[src/rtl/keypad_digit_encoder.sv]
// keypad_digit_encoder: scans a 4x4 active-low matrix keypad, debounces it and emits one hex digit per new keypress.
// Latency: 2-cycle pin synchroniser; load rises the cycle after the DEBOUNCE_SAMPLES-th matching sample strobe.
// Backpressure: none; load is a one-cycle strobe, digit holds until the next accepted key.
//
// Ports:
//   clk      system clock
//   reset    asynchronous active-low reset
//   cols     keypad columns, pulled up, low = key closed on the driven row (asynchronous to clk)
//   rows     keypad row drive, active-low, exactly one row low at any time
//   digit    hex code of the last accepted key
//   load     one-cycle pulse when digit updates
//   instrEn  high while the accepted key is held, until its release is debounced
module keypad_digit_encoder #(
    parameter int SCAN_DIV         = 4096,
    parameter int DEBOUNCE_SAMPLES = 4
) (
    input  logic       clk,
    input  logic       reset,
    input  logic [3:0] cols,
    output logic [3:0] rows,
    output logic [3:0] digit,
    output logic       load,
    output logic       instrEn
);

    localparam int DIV_W = $clog2(SCAN_DIV);
    localparam int CNT_W = $clog2(DEBOUNCE_SAMPLES + 1);
    localparam logic [DIV_W-1:0] DIV_LAST = DIV_W'(SCAN_DIV - 1);
    localparam logic [CNT_W-1:0] CNT_DONE = CNT_W'(DEBOUNCE_SAMPLES);

    typedef enum logic [1:0] {
        SCAN,
        DEBOUNCE,
        HELD
    } state_t;

    // Row/column position to hex code, laid out as printed on the keypad.
    function automatic logic [3:0] key_map(input logic [1:0] r, input logic [1:0] c);
        logic [3:0] k;
        k = 4'h0;
        case ({r, c})
            4'h0: k = 4'h1;
            4'h1: k = 4'h2;
            4'h2: k = 4'h3;
            4'h3: k = 4'hA;
            4'h4: k = 4'h4;
            4'h5: k = 4'h5;
            4'h6: k = 4'h6;
            4'h7: k = 4'hB;
            4'h8: k = 4'h7;
            4'h9: k = 4'h8;
            4'hA: k = 4'h9;
            4'hB: k = 4'hC;
            4'hC: k = 4'hE;
            4'hD: k = 4'h0;
            4'hE: k = 4'hF;
            4'hF: k = 4'hD;
            default: k = 4'h0;
        endcase
        return k;
    endfunction

    // Registered state
    logic [3:0]       cols_meta;
    logic [3:0]       cols_sync;
    logic [DIV_W-1:0] div_cnt;
    state_t           state;
    logic [1:0]       row_idx;
    logic [1:0]       cand_col;
    logic [CNT_W-1:0] match_cnt;
    logic [CNT_W-1:0] rel_cnt;

    // Next-state values
    state_t           state_nxt;
    logic [1:0]       row_nxt;
    logic [1:0]       cand_nxt;
    logic [CNT_W-1:0] match_nxt;
    logic [CNT_W-1:0] rel_nxt;
    logic [3:0]       digit_nxt;
    logic             load_nxt;
    logic             instr_nxt;

    logic             strobe;
    logic             is_none;
    logic             is_single;
    logic [1:0]       single_col;
    logic [CNT_W-1:0] match_inc;
    logic [CNT_W-1:0] rel_inc;
    logic             take;

    assign strobe    = (div_cnt == DIV_LAST);
    assign rows      = ~(4'b0001 << row_idx);
    // match_cnt is kept at zero while scanning, so the same increment
    // serves the first sample in SCAN and the follow-ups in DEBOUNCE.
    assign match_inc = match_cnt + CNT_W'(1);
    assign rel_inc   = rel_cnt + CNT_W'(1);

    // Classify the synchronised column sample: none, exactly one, or several low.
    always_comb begin
        is_none    = (cols_sync == 4'b1111);
        is_single  = 1'b0;
        single_col = 2'd0;
        case (cols_sync)
            4'b1110: begin is_single = 1'b1; single_col = 2'd0; end
            4'b1101: begin is_single = 1'b1; single_col = 2'd1; end
            4'b1011: begin is_single = 1'b1; single_col = 2'd2; end
            4'b0111: begin is_single = 1'b1; single_col = 2'd3; end
            default: begin is_single = 1'b0; single_col = 2'd0; end
        endcase
    end

    always_comb begin
        state_nxt = state;
        row_nxt   = row_idx;
        cand_nxt  = cand_col;
        match_nxt = match_cnt;
        rel_nxt   = rel_cnt;
        digit_nxt = digit;
        load_nxt  = 1'b0;
        instr_nxt = instrEn;
        take      = 1'b0;

        if (strobe) begin
            case (state)
                SCAN: begin
                    if (is_single) begin
                        cand_nxt = single_col;
                        if (match_inc == CNT_DONE) begin
                            take = 1'b1;
                        end else begin
                            match_nxt = match_inc;
                            state_nxt = DEBOUNCE;
                        end
                    end else begin
                        row_nxt = row_idx + 2'd1;
                    end
                end
                DEBOUNCE: begin
                    if (is_single && (single_col == cand_col)) begin
                        if (match_inc == CNT_DONE) begin
                            take = 1'b1;
                        end else begin
                            match_nxt = match_inc;
                        end
                    end else begin
                        // Bounce or chord during debounce: abandon and keep scanning.
                        state_nxt = SCAN;
                        match_nxt = '0;
                        row_nxt   = row_idx + 2'd1;
                    end
                end
                HELD: begin
                    // Only a clean all-high run counts towards release, so any
                    // extra key pressed while held just holds off the release.
                    if (is_none) begin
                        if (rel_inc == CNT_DONE) begin
                            state_nxt = SCAN;
                            rel_nxt   = '0;
                            instr_nxt = 1'b0;
                        end else begin
                            rel_nxt = rel_inc;
                        end
                    end else begin
                        rel_nxt = '0;
                    end
                end
                default: begin
                    state_nxt = SCAN;
                end
            endcase
        end

        if (take) begin
            // Rows are frozen since the first sample, so row_idx is the candidate row.
            digit_nxt = key_map(row_idx, single_col);
            load_nxt  = 1'b1;
            instr_nxt = 1'b1;
            state_nxt = HELD;
            match_nxt = '0;
            rel_nxt   = '0;
        end
    end

    always_ff @(posedge clk or negedge reset) begin
        if (!reset) begin
            cols_meta <= 4'b1111;
            cols_sync <= 4'b1111;
            div_cnt   <= '0;
            state     <= SCAN;
            row_idx   <= 2'd0;
            cand_col  <= 2'd0;
            match_cnt <= '0;
            rel_cnt   <= '0;
            digit     <= 4'h0;
            load      <= 1'b0;
            instrEn   <= 1'b0;
        end else begin
            cols_meta <= cols;
            cols_sync <= cols_meta;
            div_cnt   <= strobe ? '0 : div_cnt + DIV_W'(1);
            state     <= state_nxt;
            row_idx   <= row_nxt;
            cand_col  <= cand_nxt;
            match_cnt <= match_nxt;
            rel_cnt   <= rel_nxt;
            digit     <= digit_nxt;
            load      <= load_nxt;
            instrEn   <= instr_nxt;
        end
    end

endmodule

[config.mk]
export PLATFORM = sky130hd
export DESIGN_NAME = keypad_digit_encoder
export DESIGN_NICKNAME = d
export VERILOG_FILES = /design/src/rtl/keypad_digit_encoder.sv
export SDC_FILE = /design/constraint.sdc
export NUM_CORES = 1
export LEC_CHECK = 0
export BUFFER_PORTS_ARGS = -buffer_cell sky130_fd_sc_hd__buf_4
export CORE_AREA = 10 10 93 95
export CTS_CLUSTER_DIAMETER = 50
export CTS_CLUSTER_SIZE = 40
export DETAILED_ROUTE_END_ITERATION = 10
export DIE_AREA = 0 0 103 105
export GPL_TIMING_DRIVEN = 1
export PLACE_DENSITY = 0.51
export SYNTH_ARGS = -nofsm -noshare
export SYNTH_HDL_FRONTEND = slang
export SYNTH_SLANG_ARGS = --single-unit
[constraint.sdc]
create_clock -name clk -period 1.96 [get_ports clk]
set_input_delay 0.196 -clock clk [delete_from_list [all_inputs] [get_ports clk]]
set_output_delay 0.196 -clock clk [all_outputs]
set_load 0.02 [all_outputs]
# Yosys cells after proc, flatten, opt, wreduce, memory -nomap -nowiden
# Memory sizes are Yosys's and may differ from the RTL's. A register that Yosys moved wholly into a read port is not among the register bits.
# Cells that the tools add are included.
[totals] n_memories=1 romBits=64 input_bits=6 register_bits=34
[op_classes] reduce_logical=16 n_shift=1 addsub=4 muxes=36 bitwise=1 eq_ne=18
[memory_table] memory="(no name shown)" depth=16 word_bits=4 read_ports=1 rd_ports_with_merged_regs=1 write_ports=0 line="41" source="case ({r, c})"
[op_table] cell="3-bit two-way mux" count=10
[op_table] cell="2-bit two-way mux" count=9
[op_table] cell="4-bit equality test (second input constant)" count=4
[op_table] cell="3-bit != test (second input constant)" count=5
[op_table] cell="12-bit by 1-bit adder with 12-bit output (second input constant)" count=1
[op_table] cell="12-bit equality test (second input constant)" count=1
[op_table] cell="12-bit two-way mux" count=1
[op_table] cell="2-bit one-hot mux with 3 select lines" count=2
[op_table] cell="1-bit two-way mux" count=11
[op_table] cell="2-bit nonzero test" count=5
[op_table] cell="4-bit AND reduction" count=2
[op_table] cell="3-bit by 1-bit adder with 3-bit output (second input constant)" count=2
[op_table] cell="3-bit equality test (second input constant)" count=2
[op_table] cell="3-bit one-hot mux with 2 select lines" count=1
[op_table] cell="3-bit AND reduction" count=2
[op_table] cell="6-bit AND reduction" count=1
[op_table] cell="4-bit by 3-bit equality test with 1-bit output (second input constant)" count=1
[op_table] cell="2-bit != test (second input constant)" count=2
[op_table] cell="4-bit NOT" count=1
[op_table] cell="2-bit one-hot mux with 2 select lines" count=1
[op_table] cell="4-bit OR reduction" count=1
[op_table] cell="1-bit by 2-bit left shift with 4-bit output (first input constant)" count=1
[op_table] cell="3-bit nonzero test" count=1
[op_table] cell="2-bit by 1-bit adder with 2-bit output (second input constant)" count=1
[op_table] cell="other kinds (8)" count=8

# Depth between registers and ports, before layout
# Gate-level depths: netlist of the first run.
[logic_depth] word_depth=9 mapped_depth=8

# Worst setup path before layout of the first run
# OpenSTA, ideal clock, no wires.
[synth_path] kind="register to register" start="register cols_sync[1]" end="register digit[1]" stages_incl_launch_ff=7 arrival_time_ns=1.958 required_ns=1.832 setup_slack_ns=-0.126 setup_ns=0.128 cell_sequence="dfstp_2 nand2_1 nor2_1 inv_1 ha_1 mux4_2 mux2_1"
[synth_via] elab_chain_cells=7 elab_cells_between_ends=13 classes_between="eq/ne (5); mux (6); reduce/logical (2)"
[synth_rtl] item="from (decl)" line="65" source="logic [3:0] cols_sync;"
[synth_rtl] item="from (signal assigned)" line="199" source="cols_sync <= cols_meta;"
[synth_rtl] item="4-bit by 3-bit equality test with 1-bit output / 4-bit equality test (equally long branches)" line="103" source="case (cols_sync)"
[synth_rtl] item="2-bit one-hot mux with 3 select lines *" line="103"
[synth_rtl] item="named net single_col[1]" line="86" source="logic [1:0] single_col;"
[synth_rtl] item="2-bit equality test" line="139" source="if (is_single && (single_col == cand_col)) begin"
[synth_rtl] item="1-bit logical AND" line="139"
[synth_rtl] item="1-bit two-way mux" line="139"
[synth_rtl] item="1-bit one-hot mux with 2 select lines" line="124" source="case (state)"
[synth_rtl] item="1-bit two-way mux" line="123" source="if (strobe) begin"
[synth_rtl] item="to (decl)" line="21" source="output logic [3:0] digit,"
# The timed path passes the listed nets; every way through them passes the cells marked *.
# A chain may end at the register's enable or synchronous reset.

# Final worst setup path of the first run
[layout_path] start="register cols_sync[3]" end="register digit[1]"
[layout_via] elab_chain_cells=7 elab_cells_between_ends=13 classes_between="eq/ne (5); mux (6); reduce/logical (2)"
[layout_rtl] item="4-bit by 3-bit equality test with 1-bit output / 4-bit equality test (equally long branches)" line="103"
[layout_rtl] item="2-bit one-hot mux with 3 select lines / 4-bit OR reduction (equally long branches)"
[layout_rtl] item="2-bit equality test / 1-bit two-way mux (equally long branches)" line="139, 103"
[layout_rtl] item="1-bit logical AND" line="139"
[layout_rtl] item="1-bit two-way mux" line="139"
[layout_rtl] item="1-bit one-hot mux with 2 select lines" line="124"
[layout_rtl] item="1-bit two-way mux" line="123"
# Parallel ways exist; a longest one is shown, timed or not.

==> run_results.csv, run 1 <==
group,metric,value,unit
run_status,outcome,"finished, violations left",
run_status,violations,"setup timing",
global_route,grt_max_degree,39,
timing,setup-tns-final,-0.128,ns
global_route,track_usage,7.83,%
cells_and_area,diodes,0,
timing,rsz0062_at_grt,"yes",
cells_and_area,fin_cells,324,
clock_tree,cts_root_buf,"clkbuf_8",
global_route,grt_pass1_wl,6910,um
yosys,synth_edf_count,0,
die,die_area,0.0108,mm2
pwr,p_per_area,613,mW/mm2
routing,drc,0,
job,drv_cap,0,
die,dieWidth,103,um
placement,portBuffers,15,
cells_and_area,fin_nets,264,
yosys,synth-simple-area-share,17.4,%
yosys,seq_area_frac_synth,48.0,%
yosys,ys.flop_type,"dfrtp_1",
timing,report.final.slew_viol_count,0,
timing,hold_viol_final,0,
placement,place_ws,-0.0440,ns
die,io_pins,16,
global_route,grt_pass1_vias,1497,
critical_path,critical_path_class,"reg -> reg",
cells_and_area,fillers,658,
die,initial_core_util,29.6,%
yosys,synth_top_family_by_area,"simple AND/OR/NAND/NOR gates",
clock_tree,cts_buffers,5,
critical_path,critPathCaptureType,"flip-flop",
routing,drtAntennaViolNets,0,
cells_and_area,multi_input_area,0.00112,mm2
yosys,yosysWarnings,0,
placement,hpwl,2940,um
routing,vias,1496,
yosys,synth.area.mux_share,6.63,%
timing,fmax,498,MHz
die,core-area,0.00676,mm2
cells_and_area,syn_to_final_growth,41.7,%
clock_tree,cts_sinks,38,
pwr,peakVddDrop,0.419,mV
critical_path,cpPeakStageDelay,0.63,ns
clock_tree,ctsHtreeMaxLevel,2,
critical_path,cp_slowest_cell,"dfstp_2",
cells_and_area,area.sequential,961,um2
routing,drt_iter0_drc,33,
die,die_h,105,um
routing,finalWirelength,4220,um
yosys,synth_area,0.00200,mm2
timing,slew_headroom,67.4,%
critical_path,crit_required,2.14,ns
critical_path,crit_fanout,5,
yosys,avgSynthCellArea,11.1,um2
pwr,p_leak,1.33,nW
global_route,overflow,0,
timing,fin_crit,2.01,ns
clock_tree,path_clk_slew,0.08,ns
critical_path,start_kind,"flip-flop",
routing,drt-vias-per-instance,4.62,
die,rows,30,
yosys,synthAdderAreaFrac,9.38,%
yosys,synth_xor_xnor_area_share,6.13,%
critical_path,path_cells,"xor2_1 > nand3_2 > ha_4 > mux4_2 > mux2_4",
placement,placedCellCount,303,
clock_tree,clock_latency,0.29,ns
yosys,synth_compound_area_share,8.63,%
pwr,power,1.74,mW
timing,setup_violations,4,
yosys,async_reset_ff_share,100,%
clock_tree,clockBufferDepth,2,
yosys,synth.ff_latch_count,38,
routing,routedWlPerCell,13.0,um
timing,min_period_over_period,102,%
critical_path,arrival,2.18,ns
clock_tree,cts_tree,"built",
timing,layout_setup_ws,-0.0464,ns
routing,first_pass_iters,4,
timing,worst_pin_slew,0.489,ns
yosys,synthesis.nets,201,
global_route,antenna_found_initial,0,
yosys,ys_types,49,
timing,worst_clock_skew,0.00719,ns
cells_and_area,drive_gt1_share,43.9,%
yosys,synthCells,180,
hold_path,worstHoldPathType,"reg -> reg",
placement,gp_congestion,0.760,
[routing by layer]
metal | vias up | track usage [%] | share of wire (%) | routed length [um]
met3 | 6 | 2.70 | 3.8 | 161
met4 | 0 | 2.68 | 1.1 | 48
li1 | 749 | - | - | -
met2 | 20 | 11.9 | 47 | 2000
met5 | - | 0 | 0 | 0
met1 | 721 | 10.0 | 48 | 2010
[sequential cells by signal, summed over array words and instances, names as in the netlist]
name,cells
cols_meta,4
cand_col,2
load,1
digit,4
state,2
match_cnt,3
div_cnt,12
row_idx,2
rel_cnt,3
instrEn,1
cols_sync,4
[worst max-delay path: cells and delay by family, from the launching register on]
family,cells,cell delay [ns]
and+or+nand+nor,1,0.18
adders and majority gates,1,0.20
xor gates and xnor gates,1,0.19
DFF,1,0.63
muxes,2,0.69
[cells in the mapped netlist, types with 2 or more instances]
cell type | count | area, um2
a21oi_1 | 6 | 30.0
nand2_1 | 14 | 52.6
nor3_1 | 2 | 10.0
nand2b_1 | 2 | 12.5
o31ai_1 | 2 | 15.0
ha_1 | 15 | 188
xnor2_1 | 8 | 70.1
mux2i_1 | 2 | 20.0
o21ai_0 | 5 | 25.0
xor2_1 | 6 | 52.6
and3_1 | 2 | 12.5
nor2_1 | 14 | 52.6
dfstp_2 | 8 | 210
mux2_1 | 5 | 56.3
and3b_1 | 3 | 26.3
inv_1 | 13 | 48.8
dfrtp_1 | 30 | 751
o22ai_1 | 2 | 12.5
mux2_2 | 3 | 33.8
nand3_1 | 8 | 40.0
nand4_4 | 2 | 42.5
[report_power, final]
| part | switching [mW] | internal [mW] |
|---|---|---|
| Combinational | 0.0560 | 0.0598 |
| Sequential | 0.0103 | 0.799 |
| Clock | 0.302 | 0.510 |
[stage by stage]
stage	area (um2)	hold WS (ns)	utilization (%)
global route	2840	0.367	42.0
CTS	2640	0.363	39.1
detailed placement	2440	0.201	36.1
global placement	2440	0.203	36.1
floorplan	2010	-0.0996	-
finish	2840	0.360	42.0
[cell families after synthesis]
family,count (synthesis)
adders and majority gates,15
buffers and inverters,18
muxes,11
xor gates and xnor gates,14
DFF,38
AOI/OAI and AO/OA,26
and+or+nand+nor,58
[timing repair]
item                       CTS  global route
hold endpoints to repair    34             0
pin swaps                    2            10
hold buffers                 5             0
gates resized for setup      4            26
setup buffers                0             9
setup endpoints to repair    3             7
gates cloned                 0             0
[layout by cell type, fill, tap and decap left out, types with 3 or more instances in the layout]
| cell type | count |
|---|---|
| ha_4 | 3 |
| dfrtp_1 | 30 |
| inv_2 | 3 |
| o21ai_0 | 5 |
| nand2_1 | 12 |
| inv_1 | 11 |
| buf_4 | 53 |
| dfstp_2 | 8 |
| dlygate4sd3_1 | 5 |
| nand3_1 | 7 |
| a21oi_1 | 5 |
| xor2_1 | 6 |
| ha_1 | 11 |
| xnor2_1 | 5 |
| clkbuf_8 | 5 |
| nor2_1 | 12 |
| and3b_1 | 3 |
| mux2_4 | 6 |
[path summary, 6_finish.rpt]
path | end | start | slack (ns) | cells past startpoint
min in group asynchronous | div_cnt[1] | reset | 0.41 | 2
worst min register to register | cols_sync[1] | cols_meta[1] | 0.36 | 0
worst min-delay path | cols_sync[1] | cols_meta[1] | 0.36 | 0
worst max-delay path | digit[1] | cols_sync[3] | -0.05 | 5
worst max register to register | digit[1] | cols_sync[3] | -0.05 | 5
max in group asynchronous | cols_sync[0] | reset | 1.19 | 2
[layout make-up]
class	instances	share of cell area (%)
clock inverter	3	2.43
clock buffer	5	2.43
tap	80	3.53
multi-input combinational	124	39.5
timing repair buffer	59	16.2
inverter	15	1.99
sequential	38	33.9
(Power assumes the default switching activity.)
==> run 2: changes to the inputs <==
MAX_ROUTING_LAYER = met4   (was default)
==> run 2 against run 1 <==
Net effect:
- the run still ends with setup timing left
- core utilization unchanged
- global-route usage is 0.22 points higher
- routed wire length shrank 0.62%
- combinational power hardly changed
- first-iteration DRC count is 3.0% higher
- critical endpoint unchanged
- largest power group is now sequential cells
==> run_results.csv, run 2 (same netlist as run 1, synthesis figures left out) <==
group,metric,value,unit
critical_path,cp_top_family,"multiplexers",
pwr,peakVddDrop,0.418,mV
clock_tree,clockBufferDepth,2,
timing,worst_pin_slew,0.488,ns
clock_tree,ctsHtreeMaxLevel,2,
routing,drt_iter0_drc,34,
placement,hpwl,2940,um
global_route,grt_pass1_vias,1496,
timing,setup_violations,4,
timing,report.final.slew_viol_count,0,
routing,first_pass_iters,4,
clock_tree,path_clk_slew,0.08,ns
timing,slew_headroom,67.5,%
routing,drt-vias-per-instance,4.60,
clock_tree,cts_buffers,5,
cells_and_area,fin_nets,264,
critical_path,crit_required,2.14,ns
critical_path,critPathCaptureType,"flip-flop",
cells_and_area,area.sequential,961,um2
cells_and_area,drive_gt1_share,43.9,%
timing,layout_setup_ws,-0.0463,ns
routing,drtAntennaViolNets,0,
placement,gp_congestion,0.770,
job,drv_cap,0,
run_status,violations,"setup timing",
cells_and_area,syn_to_final_growth,41.7,%
global_route,track_usage,8.06,%
clock_tree,cts_root_buf,"clkbuf_8",
placement,portBuffers,15,
routing,vias,1492,
cells_and_area,diodes,0,
critical_path,start_kind,"flip-flop",
die,core-area,0.00676,mm2
pwr,combPwrFrac,6.7,%
critical_path,path_buf_inv,0,
clock_tree,cts_sinks,38,
pwr,intPower,1.37,mW
timing,fin_crit,2.01,ns
pwr,p_sw,0.365,mW
clock_tree,cts_tree,"built",
cells_and_area,fillers,658,
timing,min_period_over_period,102,%
placement,place_area,0.00244,mm2
pwr,power,1.73,mW
cells_and_area,final_common_cell,"buf_4",
placement,placedCellCount,303,
critical_path,critical_path_class,"reg -> reg",
global_route,antenna_found_initial,0,
die,die_area,0.0108,mm2
die,dieWidth,103,um
die,initial_core_util,29.6,%
critical_path,arrival,2.18,ns
timing,fmax,498,MHz
global_route,overflow,0,
timing,worst_clock_skew,0.00688,ns
die,io_pins,16,
timing,hold_ws,0.360,ns
timing,hold_viol_final,0,
critical_path,cpPeakStageDelay,0.63,ns
critical_path,crit_fanout,5,
run_status,outcome,"finished, violations left",
pwr,p_per_area,612,mW/mm2
pwr,p_leak,1.33,nW
routing,finalWirelength,4200,um
routing,drc,0,
cells_and_area,top_register,"div_cnt",
clock_tree,clock_latency,0.29,ns
cells_and_area,layout_common_cells,"buf_4 (53), dfrtp_1 (30), nand2_1 (12), nor2_1 (12)",
cells_and_area,fin_area,0.00284,mm2
die,rows,30,
routing,routedWlPerCell,13.0,um
pwr,p_seq_share,46.7,%
pwr,pwr-share-clk,46.7,%
critical_path,path_cells,"xor2_1 > nand3_2 > ha_4 > mux4_2 > mux2_4",
hold_path,worstHoldPathType,"reg -> reg",
critical_path,cp_slowest_cell,"dfstp_2",
cells_and_area,multi_input_area,0.00112,mm2
timing,rsz0062_at_grt,"yes",
cells_and_area,fin_cells,324,
global_route,grt_max_degree,39,
die,die_h,105,um
cells_and_area,largest_reg_flops,12,
pwr,switching_share,21.1,%
global_route,grt_pass1_wl,6910,um
-- run 2: cell counts in the layout (fill, tap and decap cells not counted) --
Identical to the previous run, type by type.
-- run 2: worst paths after layout --
kind / depth (start not counted) / slack, ns / startpoint / endpoint
worst max-delay path: 5 / -0.05 / cols_sync[3] / digit[1]
worst min-delay path: 0 / 0.36 / cols_meta[1] / cols_sync[1]
worst max register to register: 5 / -0.05 / cols_sync[3] / digit[1]
worst min register to register: 0 / 0.36 / cols_meta[1] / cols_sync[1]
max in group asynchronous: 2 / 1.19 / reset / cols_sync[0]
min in group asynchronous: 2 / 0.41 / reset / div_cnt[1]
-- run 2: metal layers --
layer  vias to the layer above  track usage [%]  wire (um)
met5                         -                -          0
met4                         0             2.68         30
met3                         5             2.70        175
met2                        26             11.9       2000
met1                       714             10.0       1990
li1                        747                -          -
-- run 2: power groups by stage --
stage	Sequential, mW	Clock [mW]	Combinational [mW]
global route	0.811	0.869	0.128
detailed placement	0.821	0	0.0860
CTS	0.807	0.840	0.0972
floorplan	0.820	0	0.0313
finish	0.809	0.809	0.115
global placement	0.821	0	0.0859
-- run 2: layout make-up --
type                       instances  area share, %
clock buffer                       5           2.43
clock inverter                     3           2.43
inverter                          15           1.99
tap                               80           3.53
sequential                        38           33.9
multi-input combinational        124           39.5
timing repair buffer              59           16.2
-- run 2: per-stage QoR --
step / TNS (ns) / setup WS [ns] / utilization (%)
3_3_place_gp: -0.0596 / -0.0451 / 36.1
3_5_place_dp: -0.0857 / -0.0440 / 36.1
5_1_grt: -0.661 / -0.121 / 42.0
6_report: -0.129 / -0.0463 / 42.0
2_1_floorplan: 0 / 0.000449 / -
4_1_cts: -0.0373 / -0.0196 / 39.1
-- run 2: what timing repair did --
item / CTS / global route
pin swaps: 2 / 10
hold buffers: 5 / 0
endpoints found under the setup margin: 3 / 7
gates resized for setup: 4 / 26
endpoints found under the hold margin: 34 / 0
buffers inserted: 0 / 9
==> run 3: changes to the inputs <==
MAX_ROUTING_LAYER = default   (was met4)
PLACE_DENSITY = 0.48   (was 0.51)
==> run 3 against run 2 <==
Net effect:
- the flow still finishes with violations (setup timing)
- fmax up 1.1%
- critical path type unchanged
- via count is 2.4% lower
- highest routed layer unchanged
- register-to-register slack gained 0.02 ns
- first-iteration DRC count up 74%
==> run_results.csv, run 3 (same netlist as run 1, synthesis figures left out) <==
group,metric,value,unit
routing,drt-vias-per-instance,4.54,
routing,vias,1456,
timing,hold_viol_final,0,
clock_tree,cts_buffers,5,
cells_and_area,top_register,"div_cnt",
critical_path,crit_fanout,5,
hold_path,hp-start,"cols_meta[3]",
clock_tree,clock_latency,0.29,ns
routing,finalWirelength,4090,um
cells_and_area,fillers,664,
job,drv_cap,0,
die,io_pins,16,
hold_path,whs_path_depth,0,
routing,drt_iter0_drc,59,
timing,rsz0062_at_grt,"yes",
routing,first_pass_iters,4,
critical_path,reg2reg_depth,6,
global_route,antenna_found_initial,0,
die,die_h,105,um
critical_path,start_kind,"flip-flop",
hold_path,hold_end,"cols_sync[3]",
timing,worst_clock_skew,0.00253,ns
timing,worst_pin_slew,0.492,ns
placement,portBuffers,15,
routing,routedWlPerCell,12.7,um
cells_and_area,final_common_cell,"buf_4",
timing,min_period_over_period,101,%
critical_path,critPathCaptureType,"flip-flop",
pwr,p_per_area,523,mW/mm2
timing,fin_crit,1.98,ns
critical_path,reg2reg_slack,-0.02,ns
critical_path,r2r-start,"cols_sync[3]",
cells_and_area,diodes,0,
clock_tree,cts_root_buf,"clkbuf_8",
global_route,track_usage,7.85,%
cells_and_area,fin_nets,261,
timing,report.final.slew_viol_count,0,
die,initial_core_util,29.6,%
global_route,overflow,0,
pwr,peakVddDrop,0.250,mV
run_status,violations,"setup timing",
cells_and_area,drive_gt1_share,42.7,%
placement,place_area,0.00242,mm2
cells_and_area,area.sequential,961,um2
timing,layout_setup_ws,-0.0238,ns
clock_tree,cts_tree,"built",
critical_path,arrival,2.16,ns
routing,drc,0,
clock_tree,ctsHtreeMaxLevel,2,
timing,fmax,504,MHz
cells_and_area,largest_reg_flops,12,
global_route,grt_pass1_wl,6910,um
pwr,p_leak,1.27,nW
cells_and_area,syn_to_final_growth,38.6,%
cells_and_area,layout_common_cells,"buf_4 (48), dfrtp_1 (30), nor2_1 (12)",
global_route,grt_max_degree,39,
cells_and_area,multi_input_area,0.00113,mm2
die,die_area,0.0108,mm2
routing,drtAntennaViolNets,0,
hold_path,worstHoldPathType,"reg -> reg",
cells_and_area,fin_area,0.00277,mm2
global_route,grt_pass1_vias,1474,
placement,gp_congestion,0.755,
timing,setup_violations,3,
run_status,outcome,"finished, violations left",
clock_tree,clockBufferDepth,2,
critical_path,crit_required,2.14,ns
clock_tree,cts_sinks,38,
placement,hpwl,2890,um
clock_tree,path_clk_slew,0.07,ns
critical_path,critical_path_class,"reg -> reg",
die,dieWidth,103,um
critical_path,r2r-end,"row_idx[1]",
die,rows,30,
die,core-area,0.00676,mm2
timing,slew_headroom,67.2,%
timing,setup-tns-final,-0.0378,ns
[run 3: through the flow]
stage | util, % | power [mW] | worst slack (ns) | std cells | hold WS, ns
3_5_place_dp | 35.8 | 0.898 | -0.0758 | 301 | 0.210
5_1_grt | 41.1 | 1.52 | -0.0920 | 321 | 0.360
2_1_floorplan | - | 0.851 | 0.000449 | 180 | -0.0996
4_1_cts | 38.3 | 1.45 | -0.0114 | 316 | 0.000103
6_report | 41.1 | 1.45 | -0.0238 | 321 | 0.357
3_3_place_gp | 35.8 | 0.897 | -0.0369 | 301 | 0.202
[run 3: area by class of cell]
cell class	instances	share of cell area (%)
multi-input combinational	124	40.6
sequential	38	34.6
timing repair buffer	56	16.0
tap	80	3.61
clock buffer	8	2.89
inverter	15	2.21
[run 3: how the worst max path moves through the flow]
stage,start,end,slack [ns]
after floorplan,cols_sync[1],digit[1],0.0004
after global placement,cols_sync[3],digit[1],-0.04
after detailed placement,cols_sync[1],digit[1],-0.08
after CTS,cols_sync[3],digit[1],-0.01
after global routing,cols_sync[3],row_idx[1],-0.09
final,cols_sync[3],row_idx[1],-0.02
[run 3: report_power, final]
part	total (mW)	switching (mW)	internal, mW
combinational	0.115	0.0566	0.0580
clock	0.528	0.275	0.253
sequential	0.809	0.00962	0.799
total	1.45	0.341	1.11
[run 3: critical path, cell delays in order (launching register included)]
cell	delay (ns)
dfstp_2	0.64
and3b_1	0.21
o21ai_2	0.19
o311ai_4	0.17
a211oi_2	0.21
buf_4	0.16
mux2_4	0.29
[run 3: repair_timing]
item,CTS,global route
pin swaps,7,9
endpoints found under the setup margin,5,8
resized for setup,5,31
hold endpoints to repair,32,2
setup buffers,4,3
hold buffers,3,2
[run 3: routing by layer]
metal / GRT usage, % / part of all wire, % / up-vias
li1: - / - / 741
met3: 2.31 / 4.2 / 7
met4: 3.88 / 2.2 / 0
met2: 11.1 / 45 / 20
met5: 0 / 0 / -
met1: 10.5 / 49 / 688
